**config.mk**
```make
export PLATFORM = sky130hd
export DESIGN_NAME = game_sequencer
export DESIGN_NICKNAME = d
export VERILOG_FILES = /design/src/rtl/breakout_pkg.sv /design/src/rtl/btn_debounce.sv /design/src/rtl/game_sequencer.sv
export SDC_FILE = /design/constraint.sdc
export NUM_CORES = 1
export LEC_CHECK = 0
export CORE_MARGIN = 3
export CORE_UTILIZATION = 50
export CTS_BUF_LIST = sky130_fd_sc_hd__clkbuf_4 sky130_fd_sc_hd__clkbuf_8 sky130_fd_sc_hd__clkbuf_16
export DETAILED_ROUTE_END_ITERATION = 12
export PLACE_DENSITY = 0.72
export REMOVE_ABC_BUFFERS = 1
export SLEW_MARGIN = 5
export SYNTH_ARGS = -nofsm -noshare
export SYNTH_HDL_FRONTEND = slang
export SYNTH_SLANG_ARGS = --single-unit
```
**constraint.sdc**
```tcl
create_clock -name CLK -period 2.87 [get_ports CLK]
set_clock_uncertainty 0.2 [all_clocks]
set_input_delay 0.7175 -clock CLK [delete_from_list [all_inputs] [get_ports CLK]]
set_output_delay 0.7175 -clock CLK [all_outputs]
set_load 0.005 [all_outputs]
```
**src/rtl/breakout_pkg.sv**
```systemverilog
// Shared types and constants for the Breakout game-flow sequencer.
// screen_of maps a sequencer state to the VGA source it displays.
package breakout_pkg;

  typedef enum logic [2:0] {
    S_MENU,
    S_ARM,
    S_PLAY,
    S_OVER,
    S_WIN
  } seq_state_t;

  localparam logic [1:0] SCR_MENU = 2'd0;
  localparam logic [1:0] SCR_GAME = 2'd1;
  localparam logic [1:0] SCR_OVER = 2'd2;
  localparam logic [1:0] SCR_WIN  = 2'd3;

  localparam int DEFAULT_SCORE_W = 9;

  function automatic logic [1:0] screen_of(input seq_state_t s);
    case (s)
      S_PLAY:  return SCR_GAME;
      S_OVER:  return SCR_OVER;
      S_WIN:   return SCR_WIN;
      default: return SCR_MENU;
    endcase
  endfunction

endpackage

```
**src/rtl/btn_debounce.sv**
```systemverilog
// Button debouncer: a level is accepted after DEBOUNCE_CYCLES equal samples;
// press pulses for one cycle when the accepted level rises.
module btn_debounce #(
  parameter int DEBOUNCE_CYCLES = 1_000_000
) (
  input  logic clk_sys,
  input  logic rst_b,
  input  logic btn,
  output logic level,
  output logic press
);

  localparam int CW = $clog2(DEBOUNCE_CYCLES + 1);
  localparam logic [CW-1:0] RELOAD = CW'(DEBOUNCE_CYCLES - 1);

  logic          btn_q;
  logic [CW-1:0] cnt;

  always_ff @(posedge clk_sys or negedge rst_b) begin
    if (!rst_b) begin
      btn_q <= 1'b0;
      cnt   <= '0;
      level <= 1'b0;
      press <= 1'b0;
    end else begin
      btn_q <= btn;
      press <= 1'b0;
      if (btn != btn_q) begin
        cnt <= RELOAD;
      end else if (cnt != '0) begin
        cnt <= cnt - CW'(1);
      end else if (level != btn_q) begin
        level <= btn_q;
        press <= btn_q;
      end
    end
  end

endmodule

```
**src/rtl/game_sequencer.sv**
```systemverilog
// Breakout game-flow controller: debounced start button, menu/play/end phases,
// high-score tracking and frame-aligned VGA source switching.
//
//   state  | meaning
//   S_MENU | title screen, waiting for a press
//   S_ARM  | game core reset issued, waiting for a frame boundary to start
//   S_PLAY | game core running, live score shown
//   S_OVER | ball lost, digits blanked, hold until press or timeout
//   S_WIN  | all bricks cleared, hold until press or timeout
module game_sequencer
  import breakout_pkg::*;
#(
  parameter int DEBOUNCE_CYCLES = 1_000_000,
  parameter int HOLD_FRAMES     = 600,
  parameter int SCORE_W         = DEFAULT_SCORE_W
) (
  input  logic               CLK,
  input  logic               RST_BTN,
  input  logic               BTNC,
  input  logic               vga_vs,
  input  logic               endgame,
  input  logic               win_game,
  input  logic [SCORE_W-1:0] curr_score,
  output logic [1:0]         screen_sel,
  output logic               game_en,
  output logic               game_rst,
  output logic [SCORE_W-1:0] high_score,
  output logic               score_sel,
  output logic               an_blank
);

  localparam int FCW = (HOLD_FRAMES > 1) ? $clog2(HOLD_FRAMES) : 1;
  localparam logic [FCW-1:0] HOLD_LAST = FCW'(HOLD_FRAMES - 1);

  seq_state_t     state, state_nxt;
  logic           btn_level, btn_press, press;
  logic           vs_q, frame, hold_done, game_end, to_menu, holding;
  logic [FCW-1:0] hold_cnt;

  btn_debounce #(
    .DEBOUNCE_CYCLES(DEBOUNCE_CYCLES)
  ) u_btn_debounce (
    .clk_sys(CLK),
    .rst_b  (RST_BTN),
    .btn    (BTNC),
    .level  (btn_level),
    .press  (btn_press)
  );

  // press and level rise on the same edge; the gate ties the event to the accepted level
  assign press     = btn_press & btn_level;
  assign frame     = vs_q & ~vga_vs;
  assign holding   = (state == S_OVER) || (state == S_WIN);
  assign hold_done = frame && (hold_cnt == HOLD_LAST);
  assign game_end  = (state == S_PLAY) && ((state_nxt == S_OVER) || (state_nxt == S_WIN));
  assign to_menu   = (state != S_MENU) && (state_nxt == S_MENU);

  always_comb begin
    state_nxt = state;
    case (state)
      S_MENU: if (press) state_nxt = S_ARM;
      S_ARM:  if (frame) state_nxt = S_PLAY;
      S_PLAY: begin
        if (win_game)     state_nxt = S_WIN;
        else if (endgame) state_nxt = S_OVER;
      end
      S_OVER, S_WIN: if (press || hold_done) state_nxt = S_MENU;
      default: state_nxt = S_MENU;
    endcase
  end

  assign game_en   = (state == S_PLAY);
  assign score_sel = (state == S_PLAY) || holding;
  assign an_blank  = (state == S_OVER);

  always_ff @(posedge CLK or negedge RST_BTN) begin
    if (!RST_BTN) begin
      state    <= S_MENU;
      vs_q     <= 1'b1;
      game_rst <= 1'b0;
    end else begin
      state    <= state_nxt;
      vs_q     <= vga_vs;
      game_rst <= (state == S_MENU) && press;
    end
  end

  always_ff @(posedge CLK or negedge RST_BTN) begin
    if (!RST_BTN) begin
      hold_cnt   <= '0;
      high_score <= '0;
    end else if (game_end) begin
      hold_cnt <= '0;
      if (curr_score > high_score) high_score <= curr_score;
    end else if (holding && frame && (hold_cnt != HOLD_LAST)) begin
      hold_cnt <= hold_cnt + FCW'(1);
    end
  end

  // the source only moves on a frame edge, except the jump back to the menu
  always_ff @(posedge CLK or negedge RST_BTN) begin
    if (!RST_BTN) begin
      screen_sel <= SCR_MENU;
    end else if (to_menu) begin
      screen_sel <= SCR_MENU;
    end else if (frame) begin
      screen_sel <= screen_of(state_nxt);
    end
  end

endmodule

```
; ---- Word-level counts from Yosys, hierarchy flattened
; Cells that the tools add are included.
[op_classes]
reduce_logical = 20
order_cmp = 1
n_mux = 16
bitwise = 5
n_eq_ne = 11
n_addsub = 2
[ops]
columns = cell, count
row1 = 2-to-1 mux 20 bit, 2
row2 = 2-to-1 mux 10 bit, 2
row3 = nonzero test 20 bit, 1
row4 = "subtractor 20 x 1 -> 20 bit, second input constant", 1
row5 = 2-to-1 mux 3 bit, 5
row6 = "== test 3 x 2 -> 1 bit, second input constant", 4
row7 = case mux 3 bit (4 select lines), 1
row8 = "adder 10 x 1 -> 10 bit, second input constant", 1
row9 = "== test 10 bit, second input constant", 1
row10 = "!= test 10 bit, second input constant", 1
row11 = > comparator 9 bit, 1
row12 = "== test 3 bit, second input constant", 2
row13 = logical AND 1 bit, 6
row14 = zero test 3 bit, 2
row15 = case mux 2 bit (3 select lines), 1
row16 = nonzero test 2 bit, 3
row17 = logical OR 1 bit, 4
row18 = 2-to-1 mux 2 bit, 2
row19 = "== test 3 x 1 -> 1 bit, second input constant", 1
row20 = 2-to-1 mux 1 bit, 3
row21 = inverter 1 bit, 3
row22 = AND reduction 3 bit, 1
row23 = nonzero test 3 bit, 1
row24 = bitwise AND 1 bit, 2
row25 = 3 further kinds, 4
[totals]
elab_cells = 65
in_bits = 15
reg_bits = 49

; ---- Depth between registers and ports, before layout
; Gate-level depths: netlist of the first run.
[depth]
word_depth = 10
depth_mapped = 8

; ---- Cells and area by module
; A second synthesis of the first run with hierarchy kept.
[hier_totals]
cells_unflattened = 301
area_unflattened_um2 = 2931.6
[modules_own_cells]
columns = module, area_per_inst_um2, instances, cells_each, seq_area_each_um2
row1 = game_sequencer, 1601.5, 1, 164, 651.9
row2 = btn_debounce, 1330.0, 1, 137, 575.6

; ---- Worst setup path before layout of the first run
; Ideal clock, no wire load.
[synth_timing]
path_kind = input-to-reg
from = input port curr_score[6]
to = register high_score[0]
path_stages = 6
required_ns = 2.545
arrival_time_ns = 2.353
setup_time_ns = 0.125
setup_slack_ns = 0.192
path_cell_list = ha_1 -> a211o_1 -> a21oi_1 -> a221oi_1 -> o21ai_1 -> mux2_2
[synth_via]
elab_chain_len = 2
[synth_rtl]
columns = item, line
row1 = start: declaration, game_sequencer.sv:23  ; input logic [SCORE_W-1:0] curr_score,
row2 = > comparator 9 bit, game_sequencer.sv:94  ; if (curr_score > high_score) high_score <= curr_score;
row3 = AND reduction 2 bit (no line), -
row4 = end signal: assignment, game_sequencer.sv:94
row5 = end: declaration, game_sequencer.sv:27  ; output logic [SCORE_W-1:0] high_score,
; No other way between the ends.
; A chain may end at the register's enable or synchronous reset.

; ---- Worst setup path after layout of the first run
[layout_timing]
from = register state[1]
to = output port score_sel
[layout_via]
elab_chain_len = 3
elab_cells_between_ends = 5
cone_classes = eq/ne: 3 / reduce/logical: 2
[layout_rtl]
columns = item, line
row1 = start: declaration, game_sequencer.sv:35  ; seq_state_t state, state_nxt;
row2 = start signal: assignment, game_sequencer.sv:82  ; state <= state_nxt;
row3 = == test 3 x 2 -> 1 bit or == test 3 bit (tied branches), game_sequencer.sv:53  ; assign holding = (state == S_OVER) || (state == S_WIN);
row4 = logical OR 1 bit, game_sequencer.sv:53
row5 = logical OR 1 bit *, game_sequencer.sv:73  ; assign score_sel = (state == S_PLAY) || holding;
row6 = end: declaration, game_sequencer.sv:28  ; output logic score_sel,
; Every way passes the cells marked *; elsewhere a longest branch is shown, timed or not.

==> results by group, run 1 <==
Cells and area
  • Final core utilization: 63.7%
  • Leading cell types in the layout, fill and taps excluded: dfrtp_1 (47), clkdlybuf4s50_1 (28), nand2_1 (21), inv_1 (18), nor2_1 (18)
  • Non-filler instance count after layout: 397
  • Most common cell after layout, fill and taps aside: dfrtp_1
  • Proportion of layout cells with a drive suffix above 1: 12.5%
  • Number of antenna diodes: 0
  • Count of fill cells added during filler insertion: 442
  • Area added between synthesis and finish: 20.8%
  • Count of nets after finishing: 353
  • Post-route cell area: 3330 µm²

Placement
  • Detailed placer's ending HPWL: 4090 µm
  • Setup WS pre-CTS: -0.0904 ns
  • RePlAce Congestion: 0.845
  • Count of port buffers added during placement: 29
  • Placed inst area: 3200 µm²
  • Number of instances in the placed design: 389

Floorplanning
  • Core footprint: 5240 µm²
  • Area enclosed by the die boundary: 6450 µm²
  • Die Wd: 80.3 µm
  • Initial cell density of the core: 52.7%
  • FP Rows: 26
  • Num ports: 30
  • Die Y-Extent: 80.3 µm

GRT
  • Overflow after GRT: 0
  • Via count of the first global-routing pass: 2182
  • Global-route wire length before repair: 9850 µm
  • Maximum number of pins on one net before global-route repair: 39
  • Antenna violations before repair: 0
  • Total routing usage reported by global routing: 19.2%

Yosys
  • Asr flop ratio synth: 100%
  • Synthesized area per cell: 9.72 µm²
  • Sequential share of the synthesized area: 44.4%
  • Cell variety after synth: 53
  • Most used DFF post-synth: dfrtp_1
  • Synthesized instance count: 284
  • Number of flip-flops and latches in the synthesized netlist: 49
  • Dominant cell type by area after synthesis: dfrtp_1
  • Syn Std Cell Area: 2760 µm²
  • Main area contributors after synthesis: dfrtp_1 (43%), ha_1 (5.4%), xor2_1 (3.8%)
  • Count of flip-flops with a built-in enable after synthesis: 0
  • Share of Yosys cell area claimed by the top area cell type: 43.5%
  • Yosys synthesis warning count: 0

Setup path
  • Cell class contributing the biggest share of worst-path delay: simple AND/OR/NAND/NOR gates
  • Peak per-stage delay on the critical path: 0.51 ns
  • Data arrival time at the worst-slack endpoint: 1.87 ns
  • Maximum fanout encountered on the critical timing path: 11
  • Sort of element at the end of the critical path: output port
  • Required @ worst endpoint: 1.95 ns
  • Number of buffers and inverters on the critical path: 1
  • Critical-path cell with the highest stage delay: or3b_2
  • Worst setup SP type: flip-flop
  • Setup CP Type: reg2out
  • Cells along the critical path: or3b_2 -> nand2b_1 -> clkdlybuf4s50_1

STA
  • Final hold violations: 0
  • Number of pins with negative max-slew slack in the final report: 0
  • Worst Hold Margin: 0.310 ns
  • Shortest clock period the worst path allows after layout: 2.79 ns
  • Ratio of final minimum period to clock period: 97.1%
  • Final Worst Setup Slack: 0.0843 ns
  • Setup repair after global routing missed its margin: no
  • Setup violation total in the final timing report: 0
  • Max Fclk: 0.359 GHz
  • Slew at the pin closest to its max-slew limit: 0.828 ns
  • Max_slew headroom: 44.8%

Clock network
  • Cts repair resizes: 0
  • Clock transition at the register clock pins on the worst setup and hold paths after CTS: 0.09 ns
  • CTS Buf Count: 5
  • Source-to-sink clock delay at the later pin of the worst-skew pair: 0.30 ns
  • Number of levels the H-tree was split into: 2
  • Number of clock sinks: 49
  • TritonCTS clock tree: done
  • Number of buffers inserted by hold repair at cts: 0
  • Post CTS Setup Buffer Count: 0
  • CTS Root Buffer Type: clkbuf_8
  • Maximum buffer depth of the clock tree: 2

Power
  • Power per standard cell area: 420 nW/µm²
  • Worst-case vdd ir drop: 0.000291 V
  • Leakage: 0.00140 µW

Job
  • Maximum capacitance violations: 0

Route
  • Final routed DRC violation total: 0
  • Vias per std cell: 5.60
  • Total number of vias: 2222
  • DRC violation total after the first TritonRoute iteration: 96
  • WL/cell: 14.1 µm
  • Number of nets with antenna violations after detailed routing: 0
  • Total Routed Length: 5600 µm
  • Number of detailed-routing iterations run before antenna repair: 4

Hold path
  • Worst hold path type: in2async

Status
  • Run status: complete, no violations
synthesized netlist by cell type, types with 3 or more instances:
master	n
nor3_1	10
nor2_1	18
o21ai_1	4
clkbuf_1	5
xnor2_1	4
or4_1	6
nand2b_1	6
a31oi_1	3
o211ai_1	6
nand3b_1	3
and2_1	3
nand4_1	6
mux2_2	9
or3_1	9
nand2_1	21
nor4_1	5
dfrtp_1	48
nand3_1	4
a21oi_1	10
a211oi_1	4
o21ai_0	11
nor2b_1	6
o31a_1	3
inv_1	18
or3b_2	3
xor2_1	12
ha_1	12
stage by stage:
step	TNS (ns)	power, µW
2_1_floorplan	0	771
3_3_place_gp	-0.631	834
3_5_place_dp	-0.775	837
4_1_cts	0	1420
5_1_grt	0	1470
6_report	0	1400
routing by layer:
metal | vias up | track usage, % | wire (µm)
met2 | 54 | 30.7 | 2620
met1 | 1039 | 25.8 | 2650
met4 | 0 | 6.25 | 85
met5 | - | 0 | 0
met3 | 11 | 4.26 | 239
li1 | 1118 | - | -
cell families (layout without fill, tap and decap cells):
kind of cell | Yosys count | in the layout | synth area share, %
adder cells (fa/ha/maj) | 12 | 12 | 5.44
AND/OR/NAND/NOR | 113 | 113 | 23.2
XOR/XNOR | 16 | 16 | 5.07
multiplexers | 9 | 9 | 3.67
flip-flops | 49 | 49 | 44.4
AO/OA/AOI/OAI | 59 | 59 | 14.2
buffers and inverters | 26 | 69 | 3.90
power breakdown:
group	switching, µW	internal [µW]
clock network	231	346
registers	10.1	701
logic	55.5	54.8
worst paths after layout:
path                                              startpoint                                  to  slack (ns)  cells after the start
setup / recovery                          state[1]$_DFF_PN0_                           score_sel        0.08                      3
hold / removal                                       RST_BTN                  game_rst$_DFF_PN0_        0.31                      1
setup reg to reg           u_btn_debounce.cnt[8]$_DFFE_PN0N_  u_btn_debounce.cnt[19]$_DFFE_PN0N_        0.24                      5
hold reg to reg                    high_score[8]$_DFFE_PN0P_           high_score[8]$_DFFE_PN0P_        0.34                      1
max in group asynchronous                            RST_BTN           high_score[4]$_DFFE_PN0P_        1.50                      2
min in group CLK                   high_score[8]$_DFFE_PN0P_           high_score[8]$_DFFE_PN0P_        0.34                      1
area by class of cell:
| type | count | area, µm² | share of cell area, % |
|---|---|---|---|
| Clock buffer | 5 | 68.8 | 2.06 |
| Clock inverter | 3 | 65.1 | 1.95 |
| Inverter | 18 | 67.6 | 2.03 |
| Multi-Input combinational cell | 209 | 1430 | 42.8 |
| Sequential cell | 49 | 1230 | 36.8 |
| Tap cell | 70 | 87.6 | 2.63 |
| Timing Repair Buffer | 43 | 390 | 11.7 |
registers in the layout, summed over array words and instances (netlist names), 2 cells and up:
signal / flops
screen_sel: 2
u_btn_debounce.cnt: 20
hold_cnt: 10
state: 3
high_score: 9
worst reg2reg max path, stage by stage, from the launching register on:
cell and delay, ns:
dfrtp_1 0.44, or4_1 0.66, or3_1 0.49, nor3_1 0.36
and4_1 0.25, o21ai_0 0.08
No activity file was read; power rests on OpenSTA's default activity.
==> inputs of run 2 (changes only) <==
Settings changed: CORE_ASPECT_RATIO set to 0.75, RECOVER_POWER set to 25, SYNTH_HIERARCHICAL set to 1.
==> results by group, run 2 <==
Status
  • Run status: complete, no violations

Yosys
  • Main area contributors after synthesis: dfrtp_1 (41%), ha_1 (5.5%), nor2_1 (4.1%)
  • Asr flop ratio synth: 100%
  • Dominant cell type by area after synthesis: dfrtp_1
  • Most used DFF post-synth: dfrtp_1
  • Cell variety after synth: 61
  • Largest family of logic cells by synthesized area: simple AND/OR/NAND/NOR gates
  • Yosys synthesis warning count: 6
  • Share of Yosys cell area claimed by the top area cell type: 41.0%
  • Most instantiated library cell after synthesis: dfrtp_1
  • Synthesized instance count: 301
  • Share of the synthesized area in compound gates (AO/OA/AOI/OAI): 14.5%
  • Sequential share of the synthesized area: 41.9%
  • Synthesized area per cell: 9.74 µm²
  • Multiplexer share of the synthesized area: 4.52%
  • Number of flip-flops and latches in the synthesized netlist: 49
  • Count of flip-flops with a built-in enable after synthesis: 0
  • Syn Std Cell Area: 2930 µm²
  • Post-synthesis share of cell area spent on full adders, half adders and majority gates: 5.55%
  • Share of the synthesized netlist area taken by xor and xnor gates: 2.99%
  • Synth Area in Simple Gates: 26.4%
  • Ranking of synthesized cells by instance count: dfrtp_1 (48), nor2_1 (32), nand2_1 (26)

Setup path
  • Worst-case register-to-register setup slack: 0.53 ns
  • Setup CP Type: in2reg
  • Required @ worst endpoint: 2.86 ns
  • Worst setup SP type: primary input
  • Sort of element at the end of the critical path: flip-flop
  • Maximum fanout encountered on the critical timing path: 9
  • Data arrival time at the worst-slack endpoint: 2.76 ns

Job
  • Maximum capacitance violations: 0

GRT
  • Overflow after GRT: 0
  • Total routing usage reported by global routing: 19.6%
  • Via count of the first global-routing pass: 2240
  • Global-route wire length before repair: 10500 µm
  • Maximum number of pins on one net before global-route repair: 39
  • Antenna violations before repair: 0

STA
  • Number of pins with negative max-slew slack in the final report: 0
  • Slew at the pin closest to its max-slew limit: 1.11 ns
  • Final-layout setup total negative slack: 0 ns
  • Setup violation total in the final timing report: 0
  • Ratio of final minimum period to clock period: 96.5%
  • Shortest clock period the worst path allows after layout: 2.77 ns
  • Max_slew headroom: 25.5%
  • Max Fclk: 0.361 GHz
  • Setup repair after global routing missed its margin: yes
  • Final hold violations: 0
  • Final Worst Setup Slack: 0.101 ns

Hold path
  • Worst hold path type: in2async

Power
  • Worst-case vdd ir drop: 0.000173 V
  • Power per standard cell area: 366 nW/µm²
  • Leakage: 0.00146 µW
  • Total design power: 1260 µW

Route
  • Number of detailed-routing iterations run before antenna repair: 4
  • DRC violation total after the first TritonRoute iteration: 117
  • WL/cell: 14.6 µm
  • Total number of vias: 2338
  • Final routed DRC violation total: 0
  • Total Routed Length: 6070 µm
  • Vias per std cell: 5.63
  • Number of nets with antenna violations after detailed routing: 0

Clock network
  • Number of levels the H-tree was split into: 2
  • Clock transition at the register clock pins on the worst setup and hold paths after CTS: 0.09 ns
  • TritonCTS clock tree: done
  • Number of buffers inserted by hold repair at cts: 0
  • CTS Buf Count: 5
  • Maximum buffer depth of the clock tree: 2
  • Number of clock sinks: 49
  • CTS Root Buffer Type: clkbuf_8
  • Post CTS Setup Buffer Count: 0
  • Source-to-sink clock delay at the later pin of the worst-skew pair: 0.30 ns

Floorplanning
  • Area enclosed by the die boundary: 6830 µm²
  • Num ports: 30
  • Initial cell density of the core: 53.3%
  • Core footprint: 5500 µm²
  • FP Rows: 23
  • Die Wd: 94.4 µm
  • Die Y-Extent: 72.3 µm

Cells and area
  • Largest Register: u_btn_debounce/cnt
  • Number of antenna diodes: 0
  • Largest registers: u_btn_debounce/cnt: 20 flops, hold_cnt: 10 flops, high_score: 9 flops
  • Most common cell after layout, fill and taps aside: dfrtp_1
  • Area added between synthesis and finish: 17.7%
  • Leading cell types in the layout, fill and taps excluded: dfrtp_1 (47), nor2_1 (32), nand2_1 (26), clkdlybuf4s50_1 (26), inv_1 (20)
  • Proportion of layout cells with a drive suffix above 1: 14.4%
  • Count of nets after finishing: 367
  • Largest register FFs: 20
  • Count of fill cells added during filler insertion: 451
  • Final core utilization: 62.8%

Placement
  • RePlAce Congestion: 0.787
  • Setup WS pre-CTS: -0.255 ns
  • Count of port buffers added during placement: 29
  • Detailed placer's ending HPWL: 4490 µm
run 2: final cells by class:
cell class / count / area, µm² / area share [%]
Multi-Input combinational cell: 224 / 1590 / 46.1
Sequential cell: 49 / 1230 / 35.6
Clock buffer: 7 / 96.3 / 2.79
Timing Repair Buffer: 39 / 360 / 10.4
Clock inverter: 1 / 5.00 / 0.145
Inverter: 20 / 75.1 / 2.18
Tap cell: 75 / 93.8 / 2.72
run 2: kinds of logic (layout without fill, tap and decap cells):
group           count (synthesis)  count (layout)
simple gates                  129             129
mux                            12              12
flops                          49              49
xor+xnor                       10              10
fa+ha+maj                      13              13
buf+inv                        28              67
compound gates                 60              60
run 2: worst paths after layout:
kind                                                    from                            endpoint  cells past startpoint
max                                            curr_score[6]           high_score[6]$_DFFE_PN0P_                      7
min                                                  RST_BTN  u_btn_debounce/cnt[13]$_DFFE_PN0P_                      1
max reg2reg                u_btn_debounce/cnt[1]$_DFFE_PN0P_   u_btn_debounce/cnt[1]$_DFFE_PN0P_                      6
min reg2reg                        screen_sel[1]$_DFFE_PN0P_           screen_sel[1]$_DFFE_PN0P_                      1
max in group asynchronous                            RST_BTN           high_score[0]$_DFFE_PN0P_                      2
min in group CLK                   screen_sel[1]$_DFFE_PN0P_           screen_sel[1]$_DFFE_PN0P_                      1
run 2: routing by layer:
layer  part of all wire [%]  vias up  track usage, %  wire (µm)
met5                      0        -               0          0
met4                   0.91        0            5.45         55
met3                    5.0        7            4.87        301
met2                     41       42            28.0       2510
met1                     53     1094            29.6       3200
li1                       -     1195               -          -
run 2: per-stage QoR:
step | std cells | hold WS, ns | cell area, µm²
2_1_floorplan | 293 | 0.222 | 2880
3_3_place_gp | 407 | 0.312 | 3340
3_5_place_dp | 407 | 0.314 | 3340
4_1_cts | 415 | 0.334 | 3440
5_1_grt | 415 | 0.347 | 3450
6_report | 415 | 0.314 | 3450
run 2: where the power goes:
group	switching (µW)	total, µW	internal (µW)	leakage, µW
Sequential	16.2	715	698	0.000608
Combinational	61.1	107	45.7	0.000796
Clock	224	442	218	0.0000542
Total	301	1260	962	0.00146
run 2: timing repair:
item                                   in CTS  in global routing
gates resized for setup                     0                  2
setup endpoints to repair                   0                 10
endpoints found under the hold margin       0                  0
run 2: worst max-delay path, stage by stage:
cell and delay [ns]:
clkdlybuf4s50_1 0.43, ha_1 0.32, a211oi_1 0.21, o221ai_1 0.14
a221o_1 0.38, o311ai_4 0.16, mux2_2 0.40
